<file path="config.mk">
export PLATFORM = sky130hd
export DESIGN_NAME = orion_csrf
export DESIGN_NICKNAME = d
export VERILOG_FILES = /design/src/rtl/orion_csrf_pkg.sv /design/src/rtl/orion_csr_counter.sv /design/src/rtl/orion_csrf.sv
export SDC_FILE = /design/constraint.sdc
export NUM_CORES = 1
export LEC_CHECK = 0
export CAP_MARGIN = 10
export CORE_UTILIZATION = 37
export DETAILED_ROUTE_END_ITERATION = 8
export PLACE_DENSITY = 0.6
export SKIP_LAST_GASP = 1
export SYNTH_ARGS = -nofsm -noshare
export SYNTH_HDL_FRONTEND = slang
export SYNTH_SLANG_ARGS = --single-unit
</file>
<file path="constraint.sdc">
create_clock -name clk_i -period 3.8 [get_ports clk_i]
set_clock_uncertainty 0.2 [all_clocks]
set_input_delay 0.76 -clock clk_i [delete_from_list [all_inputs] [get_ports clk_i]]
set_output_delay 0.76 -clock clk_i [all_outputs]
set_load 0.02 [all_outputs]
</file>
<file path="src/rtl/orion_csrf_pkg.sv">
// Shared Orion CSR types: request/response structs, op encodings, CSR addresses,
// plus the address decode and read-modify-write helpers used by orion_csrf.
package orion_types;

  localparam int unsigned XLEN      = 32;
  localparam int unsigned CSR_CNT_W = 64;

  typedef logic [11:0] csr_addr_t;

  typedef enum logic [1:0] {
    CSR_OP_NONE = 2'b00,
    CSR_OP_RW   = 2'b01,
    CSR_OP_RS   = 2'b10,
    CSR_OP_RC   = 2'b11
  } csr_ops_t;

  typedef struct packed {
    csr_addr_t         addr;
    logic [XLEN-1:0]   operand;
    csr_ops_t          op;
    logic              ren;
    logic              wen;
  } mem_csrf_t;

  typedef struct packed {
    logic [XLEN-1:0] rd_v;
  } csrf_wb_t;

  typedef struct packed {
    logic instr_retired;
  } wb_csrf_t;

  localparam csr_addr_t CSR_MCYCLE    = 12'hB00;
  localparam csr_addr_t CSR_MINSTRET  = 12'hB02;
  localparam csr_addr_t CSR_MCYCLEH   = 12'hB80;
  localparam csr_addr_t CSR_MINSTRETH = 12'hB82;
  localparam csr_addr_t CSR_CYCLE     = 12'hC00;
  localparam csr_addr_t CSR_INSTRET   = 12'hC02;
  localparam csr_addr_t CSR_CYCLEH    = 12'hC80;
  localparam csr_addr_t CSR_INSTRETH  = 12'hC82;

  typedef struct packed {
    logic hit;
    logic ro;
    logic is_instret;
    logic is_hi;
  } csr_dec_t;

  function automatic csr_dec_t csr_decode(input csr_addr_t addr);
    csr_dec_t d;
    d = '0;
    case (addr)
      CSR_MCYCLE:    begin d.hit = 1'b1;                                                  end
      CSR_MINSTRET:  begin d.hit = 1'b1; d.is_instret = 1'b1;                             end
      CSR_MCYCLEH:   begin d.hit = 1'b1;                         d.is_hi = 1'b1;          end
      CSR_MINSTRETH: begin d.hit = 1'b1; d.is_instret = 1'b1;    d.is_hi = 1'b1;          end
      CSR_CYCLE:     begin d.hit = 1'b1; d.ro = 1'b1;                                     end
      CSR_INSTRET:   begin d.hit = 1'b1; d.ro = 1'b1; d.is_instret = 1'b1;                end
      CSR_CYCLEH:    begin d.hit = 1'b1; d.ro = 1'b1;                 d.is_hi = 1'b1;     end
      CSR_INSTRETH:  begin d.hit = 1'b1; d.ro = 1'b1; d.is_instret = 1'b1; d.is_hi = 1'b1; end
      default:       d = '0;
    endcase
    return d;
  endfunction

  // Unknown op encodings fall back to a plain write.
  function automatic logic [XLEN-1:0] csr_alu(input csr_ops_t op,
                                              input logic [XLEN-1:0] old,
                                              input logic [XLEN-1:0] operand);
    case (op)
      CSR_OP_RS: return old | operand;
      CSR_OP_RC: return old & ~operand;
      default:   return operand;
    endcase
  endfunction

endpackage

</file>
<file path="src/rtl/orion_csr_counter.sv">
// 64-bit counter split into lo/hi halves; a half write wins over the increment
// and freezes the whole counter for that cycle.
module orion_csr_counter
  import orion_types::*;
#(
  parameter int unsigned CNT_W = CSR_CNT_W
) (
  input  logic                 clk_i,
  input  logic                 rst_ni,
  input  logic                 inc_i,
  input  logic                 wr_lo_i,
  input  logic                 wr_hi_i,
  input  logic [CNT_W/2-1:0]   wdata_i,
  output logic [CNT_W/2-1:0]   lo_o,
  output logic [CNT_W/2-1:0]   hi_o
);

  logic [CNT_W/2-1:0] r_lo;
  logic [CNT_W/2-1:0] r_hi;
  logic [CNT_W-1:0]   w_next;

  assign w_next = {r_hi, r_lo} + CNT_W'(1);

  always_ff @(posedge clk_i or negedge rst_ni) begin
    if (!rst_ni) begin
      r_lo <= '0;
      r_hi <= '0;
    end else if (wr_lo_i) begin
      r_lo <= wdata_i;
    end else if (wr_hi_i) begin
      r_hi <= wdata_i;
    end else if (inc_i) begin
      {r_hi, r_lo} <= w_next;
    end
  end

  assign lo_o = r_lo;
  assign hi_o = r_hi;

endmodule

</file>
<file path="src/rtl/orion_csrf.sv">
// Orion CSR file: cycle/instret counters with RW/RS/RC access from MEM and a
// registered old-value response to WB one cycle later.
module orion_csrf
  import orion_types::*;
#(
  parameter int unsigned CNT_W = CSR_CNT_W
) (
  input  logic      clk_i,
  input  logic      rst_ni,
  input  mem_csrf_t req_i,
  input  wb_csrf_t  retire_i,
  output csrf_wb_t  rsp_o,
  output logic      illegal_o
);

  csr_dec_t        w_dec;
  logic            w_req;
  logic            w_wr;
  logic            w_illegal;
  logic [XLEN-1:0] w_old;
  logic [XLEN-1:0] w_wdata;
  logic [XLEN-1:0] w_rdata;
  logic [XLEN-1:0] w_cyc_lo, w_cyc_hi, w_ins_lo, w_ins_hi;

  csrf_wb_t        r_rsp;
  logic            r_illegal;

  assign w_dec     = csr_decode(req_i.addr);
  assign w_req     = req_i.ren | req_i.wen;
  assign w_wr      = req_i.wen & w_dec.hit & ~w_dec.ro;
  assign w_illegal = w_req & (~w_dec.hit | (req_i.wen & w_dec.ro));

  always_comb begin
    w_old = '0;
    case ({w_dec.is_instret, w_dec.is_hi})
      2'b00:   w_old = w_cyc_lo;
      2'b01:   w_old = w_cyc_hi;
      2'b10:   w_old = w_ins_lo;
      default: w_old = w_ins_hi;
    endcase
  end

  assign w_wdata = csr_alu(req_i.op, w_old, req_i.operand);
  assign w_rdata = (req_i.ren && w_dec.hit) ? w_old : '0;

  orion_csr_counter #(.CNT_W(CNT_W)) u_cycle (
    .clk_i   (clk_i),
    .rst_ni  (rst_ni),
    .inc_i   (1'b1),
    .wr_lo_i (w_wr & ~w_dec.is_instret & ~w_dec.is_hi),
    .wr_hi_i (w_wr & ~w_dec.is_instret &  w_dec.is_hi),
    .wdata_i (w_wdata),
    .lo_o    (w_cyc_lo),
    .hi_o    (w_cyc_hi)
  );

  orion_csr_counter #(.CNT_W(CNT_W)) u_instret (
    .clk_i   (clk_i),
    .rst_ni  (rst_ni),
    .inc_i   (retire_i.instr_retired),
    .wr_lo_i (w_wr & w_dec.is_instret & ~w_dec.is_hi),
    .wr_hi_i (w_wr & w_dec.is_instret &  w_dec.is_hi),
    .wdata_i (w_wdata),
    .lo_o    (w_ins_lo),
    .hi_o    (w_ins_hi)
  );

  always_ff @(posedge clk_i or negedge rst_ni) begin
    if (!rst_ni) begin
      r_rsp     <= '0;
      r_illegal <= 1'b0;
    end else begin
      r_rsp.rd_v <= w_rdata;
      r_illegal  <= w_illegal;
    end
  end

  assign rsp_o     = r_rsp;
  assign illegal_o = r_illegal;

endmodule

</file>
# Word-level counts from Yosys, hierarchy flattened

Cells that the tools add are included.

Bits in writable memories: 0
Register bits: 161
Memories kept: 0
ROM bits: 0
Bits in latches: 0

Bitwise operators: 20
Multipliers: 0
Order comparisons: 0
Shift operators: 0
Muxes and demuxes: 15
Eq/ne operators: 14
Div/mod/pow operators: 0
Reduce and logical (&&, ||, !) cells: 10
Add/subtract/negate cells: 2

Operator list:

| operator                | number |
|---|---|
| $mux W32                | 9 |
| $add A64 B1 Y64 const B | 2 |
| $eq A12 B12 Y1 const B  | 8 |
| $pmux W32 S3            | 1 |
| $pmux W32 S2            | 1 |
| $and A32 B32 Y32        | 1 |
| $not A32 Y32            | 1 |
| $or A32 B32 Y32         | 1 |
| $reduce_or A4 Y1        | 3 |
| $and A1 B1 Y1           | 10 |
| $reduce_or A8 Y1        | 1 |
| $eq A2 B2 Y1 const B    | 3 |
| $not A1 Y1              | 5 |
| $mux W1                 | 4 |
| $ne A2 B1 Y1 const B    | 2 |
| $reduce_and A2 Y1       | 2 |
| $reduce_bool A2 Y1      | 2 |
| $eq A2 B1 Y1 const B    | 1 |
| $logic_not A2 Y1        | 1 |
| $or A1 B1 Y1            | 2 |
| $logic_and A1 B1 Y1     | 1 |

# Logic depth before layout (Yosys ltp)

Word-level depth: 9
Mapped depth: 9

# Cells and area by module

A second synthesis with hierarchy kept.

Cell total of the unflattened synthesis: 1366
Area total of the unflattened synthesis: 11175.7 um2

By module, submodules not included:

| module                         | instances | seq. area each (um2) | area an instance (um2) | cells each |
|---|---|---|---|---|
| orion_csr_counter at u_cycle   | 1         | 1601.5               | 4214.0                 | 514 |
| orion_csr_counter at u_instret | 1         | 1601.5               | 4196.5                 | 515 |
| orion_csrf                     | 1         | 825.8                | 2765.2                 | 337 |

# Worst setup path before layout

Ideal clock, no wire load.

Path type: input to register
Start point: in req_i[36] (netlist bit)
End point: reg u_instret.r_lo[21], in the netlist u_instret.lo_o[21]
Library setup time: 0.146 ns
Arrival time: 2.792 ns
Setup slack: 0.662 ns
Stages: 7
Path through: or4b_1 clkbuf_1 a2111o_1 clkbuf_1 a221oi_1 o31a_1 mux2i_1

Longest elaborated chain between the ends: 9

RTL lines:

| item                                                                  | line                               | source |
|---|---|---|
| start, declared                                                       | orion_csrf.sv:10                   | `input mem_csrf_t req_i,` |
| $eq A12 B12 Y1                                                        | orion_csrf_pkg.sv:52               | `case (addr)` |
| $reduce_or A8 Y1 (no source line) or $reduce_or A4 Y1 (tied branches) | n/a                                |  |
| $mux W1                                                               | orion_csrf_pkg.sv:52               |  |
| $and A1 B1 Y1 or $not A1 Y1 (tied branches)                           | orion_csrf.sv:30                   | `assign w_wr = req_i.wen & w_dec.hit & ~w_dec.ro;` |
| $and A1 B1 Y1                                                         | orion_csrf.sv:30                   |  |
| $and A1 B1 Y1                                                         | orion_csrf.sv:61, orion_csrf.sv:62 |  |
| $and A1 B1 Y1, on equally long branches                               | orion_csrf.sv:62, orion_csrf.sv:61 |  |
| $ne A2 B1 Y1 (no source line) or $reduce_bool A2 Y1 (tied branches)   | n/a                                |  |
| $reduce_and A2 Y1 (no source line)                                    | n/a                                |  |
| end signal, assigned                                                  | orion_csr_counter.sv:29            | `r_lo <= wdata_i;` |
| end signal, assigned                                                  | orion_csr_counter.sv:33            | `{r_hi, r_lo} <= w_next;` |
| end, declared                                                         | orion_csr_counter.sv:18            | `logic [CNT_W/2-1:0] r_lo;` |

Several ways; a longest one is shown, not always the timed one.
A chain may end at the register's enable or synchronous reset.

# Worst setup path after layout

Start point: in req_i[46] (netlist bit)
End point: reg u_cycle.r_hi[30], in the netlist u_cycle.hi_o[30]

Longest elaborated chain between the ends: 8

RTL lines:

| item                                                                  | line                                   | source |
|---|---|---|
| $eq A12 B12 Y1                                                        | orion_csrf_pkg.sv:52                   |  |
| $reduce_or A4 Y1 (no source line) or $reduce_or A8 Y1 (tied branches) | n/a                                    |  |
| $mux W1                                                               | orion_csrf_pkg.sv:52                   |  |
| $eq A2 B2 Y1, or another cell as far along                            | orion_csrf.sv:35                       | `case ({w_dec.is_instret, w_dec.is_hi})` |
| $pmux W32 S3 or $and A1 B1 Y1 (tied branches)                         | orion_csrf.sv:35, orion_csrf.sv:30     |  |
| $and A32 B32 Y32, or another cell as far along                        | orion_csrf_pkg.sv:72                   | `CSR_OP_RC: return old & ~operand;` |
| $pmux W32 S2 or $and A1 B1 Y1 (tied branches)                         | orion_csrf_pkg.sv:70, orion_csrf.sv:51 |  |
| $mux W32                                                              | orion_csr_counter.sv:30                | `end else if (wr_hi_i) begin` |
| end signal, assigned                                                  | orion_csr_counter.sv:31                | `r_hi <= wdata_i;` |
| end signal, assigned                                                  | orion_csr_counter.sv:33                |  |
| end, declared                                                         | orion_csr_counter.sv:19                | `logic [CNT_W/2-1:0] r_hi;` |

Several ways; a longest one is shown, not always the timed one.

==> reports/metrics.yaml <==
pwr:
  p_seq_frac: 0.443
  power_density_nw_per_um2: 332
  ir_worst_vdd_mv: 0.290
  combPwrFrac: 0.153
  clock_power_share: 0.404
  power.leakage_uw: 0.00534
  swShare: 0.314
  power.internal_uw: 3040
  power.net_switching_uw: 1390
critical_path:
  arrival_ns: 3.45
  required_ns: 3.91
  start_kind: "primary input"
  critPathKind: "primary input to register"
  slowest_stage: "a221oi_1"
  crit_chain: "clkdlybuf4s50_1, or3b_2, a2111o_1, buf_12, a221oi_1, o31ai_1, or3_1"
  cp_num_buf_inv: 2
  worstSetupEndpointType: "register"
  cpLargestDelayFamily: "compound AO/OA/AOI/OAI gates"
  worstPathMaxFanout: 17
  cpPeakStageDelay_ns: 0.54
yosys:
  synth_top_area_cell: "dfrtp_1"
  synth.top_cell.area_share: 0.375
  netlist_area_um2: 10700
  synth-edff-count: 0
  ys_seq_elements: 161
  yosys_warnings: 0
  yosysSeqAreaShare: 0.375
  ys_top_cells_by_area: "dfrtp_1 38%, mux2i_1 6.2%, a21oi_1 4.1%, nand2_1 3.9%, xnor2_1 3.9%"
  synthArstFlopShare: 1.00
  synthTopCellsByCount: "161 x dfrtp_1, 113 x nand2_1, 97 x nor2_1"
  synth_cell_type_count: 72
  syn-instance-count: 1267
  avgSynthCellArea_um2: 8.48
  syn-num-nets: 1320
  synth_most_common_cell: "dfrtp_1"
  synth_top_flop_cell: "dfrtp_1"
clock_network:
  cts_hold_buffers: 0
  cts-root-buf: "clkbuf_16"
  cts_made_buffers: 17
  path_clk_slew_ns: 0.07
  clkLatencyLatePin_ns: 0.44
  htreeDepth: 4
  tritoncts: "done"
  postCtsSetupBuffers: 0
  post_cts_resized: 0
  cts.sinks: 161
  clock_path_buffers: 2
floorplanning:
  die_h_um: 172
  initial_core_util: 0.375
  die_area_um2: 29700
  num_rows: 62
  io_pins: 84
  die_w_um: 172
  coreArea_um2: 28600
run:
  maxCapViolCount: 0
timing:
  timing.final.hold_violations: 0
  setup-tns-final_ns: 0
  setup_viol: 0
  grt_setup_unrepaired: "false"
  maxSlewHeadroom: 0.551
  fin_crit_sh: 0.880
  period_needed_ns: 3.34
  fmax_mhz: 299
  holdWs_ns: 0.0540
  worstMarginPinSlew_ns: 0.668
  drv_slew: 0
detailed_routing:
  wirelength_um: 44400
  post_drt_wl_per_cell_um: 24.8
  dr.pass1.iters: 6
  drc_errors: 0
  via_count: 11200
  viasPerCell: 6.25
  ant_nets: 0
  drt-initial-drc-count: 1324
placed_design:
  hpwl_um: 32900
  port_buffers: 83
  place.gp.congestion: 0.946
global_routing:
  grt_pass1_vias: 10500
  grt_pass1_wl_um: 66700
  antenna_found_initial: 0
  grtUsageTotal: 0.307
  grt_max_degree: 60
  gr-total-overflow: 0
status:
  outcome: "complete, no violations"
cells_and_area:
  area_growth_pct: 24.3
  nets: 1445
  nFillCells: 2754
  drive_gt1_frac: 0.123
worst_hold_path:
  hold_class: "primary input to async pin"
-- final timing paths --
kind | end | cells past startpoint | slack [ns] | start
max | u_cycle.hi_o[30]$_DFFE_PN0N_ | 7 | 0.46 | req_i[46]
min | u_cycle.lo_o[7]$_DFFE_PN0P_ | 1 | 0.05 | rst_ni
max reg2reg | u_instret.hi_o[20]$_DFFE_PN0P_ | 6 | 0.72 | u_instret.lo_o[21]$_DFFE_PN0P_
min reg2reg | u_instret.hi_o[8]$_DFFE_PN0P_ | 1 | 0.37 | u_instret.hi_o[8]$_DFFE_PN0P_
max in group asynchronous | u_instret.hi_o[31]$_DFFE_PN0P_ | 2 | 2.43 | rst_ni
min in group clk_i | u_instret.hi_o[8]$_DFFE_PN0P_ | 1 | 0.37 | u_instret.hi_o[8]$_DFFE_PN0P_
-- layout make-up --
| class | count | area, um2 | area share |
|---|---|---|---|
| multi-input combinational | 988 | 6290 | 0.471 |
| timing repair buffer | 196 | 1860 | 0.140 |
| sequential | 161 | 4030 | 0.302 |
| tap | 384 | 480 | 0.0360 |
| clock buffer | 18 | 439 | 0.0329 |
| inverter | 28 | 105 | 0.00787 |
| clock inverter | 14 | 145 | 0.0109 |
| antenna | 1 | 2.50 | 0.000187 |
-- per-stage QoR --
| step | std cells | setup WS [ns] | total power [uW] | cell area (um2) | utilization |
|---|---|---|---|---|---|
| 6_report | 1790 | 0.457 | 4430 | 13400 | 0.466 |
| 5_1_grt | 1789 | 0.246 | 4590 | 13400 | 0.466 |
| 3_3_place_gp | 1757 | 0.0397 | 2650 | 12800 | 0.446 |
| 4_1_cts | 1789 | 0.489 | 4440 | 13400 | 0.466 |
| 2_1_floorplan | 1267 | 0.662 | 2290 | 10700 | - |
| 3_5_place_dp | 1757 | 0.0335 | 2660 | 12800 | 0.446 |
-- registers in the layout, summed over array words and instances (netlist names) --
name and count:
rsp_o 32, u_instret.hi_o 32, u_cycle.hi_o 32, illegal_o 1
u_cycle.lo_o 32, u_instret.lo_o 32
-- routing by layer --
metal,track usage,part of all wire
met1,0.428,0.44
met2,0.471,0.45
met3,0.0648,0.085
met4,0.0954,0.026
met5,0.0313,0.0027
-- worst reg2reg max path, stage by stage (launching register included) --
cell and delay (ns):
dfrtp_1 0.44, nand4_1 0.24, or3_1 0.52, or4_1 0.79, nor4b_1 0.49, mux2i_1 0.13
a21o_1 0.16
-- cells in the final DEF, fill, tap and decap left out, types with 6 or more instances in the layout --
| master | n |
|---|---|
| buf_12 | 15 |
| a22o_1 | 8 |
| a22oi_1 | 12 |
| a31oi_1 | 15 |
| nor2_1 | 96 |
| o31ai_1 | 13 |
| o21ai_0 | 52 |
| dfrtp_1 | 161 |
| buf_4 | 98 |
| a211o_1 | 6 |
| and2_1 | 6 |
| nand4_1 | 53 |
| nand3_1 | 64 |
| nor4_1 | 25 |
| o31a_1 | 18 |
| and3_1 | 23 |
| o211ai_1 | 15 |
| or3_1 | 19 |
| mux2i_1 | 67 |
| nand2_1 | 113 |
| mux2_2 | 12 |
| and4_1 | 12 |
| clkbuf_16 | 17 |
| inv_1 | 27 |
| clkdlybuf4s50_1 | 81 |
| nor3_1 | 58 |
| a211oi_1 | 32 |
| xnor2_1 | 48 |
| a21oi_1 | 87 |
| nand2b_1 | 10 |
| xor2_1 | 6 |
| o22ai_1 | 10 |
| a221oi_1 | 9 |
| nor2b_1 | 15 |
-- cells by family (layout without fill, tap and decap cells) --
family,Yosys count,in the layout,share of synthesized area
buf+inv,118,256,0.0426
xor+xnor,54,54,0.0440
flops,161,161,0.375
compound gates,332,332,0.212
other cells,0,1,0
simple gates,521,521,0.249
fa+ha+maj,2,2,0.00233
mux,79,79,0.0750
-- power by group through the flow --
stage,sequential [uW],combinational (uW),clock [uW]
CTS,1950,674,1810
global placement,1980,666,0
detailed placement,1990,671,0
global route,1980,738,1880
floorplan,1920,371,0
finish,1960,680,1790
(Power assumes the default switching activity.)
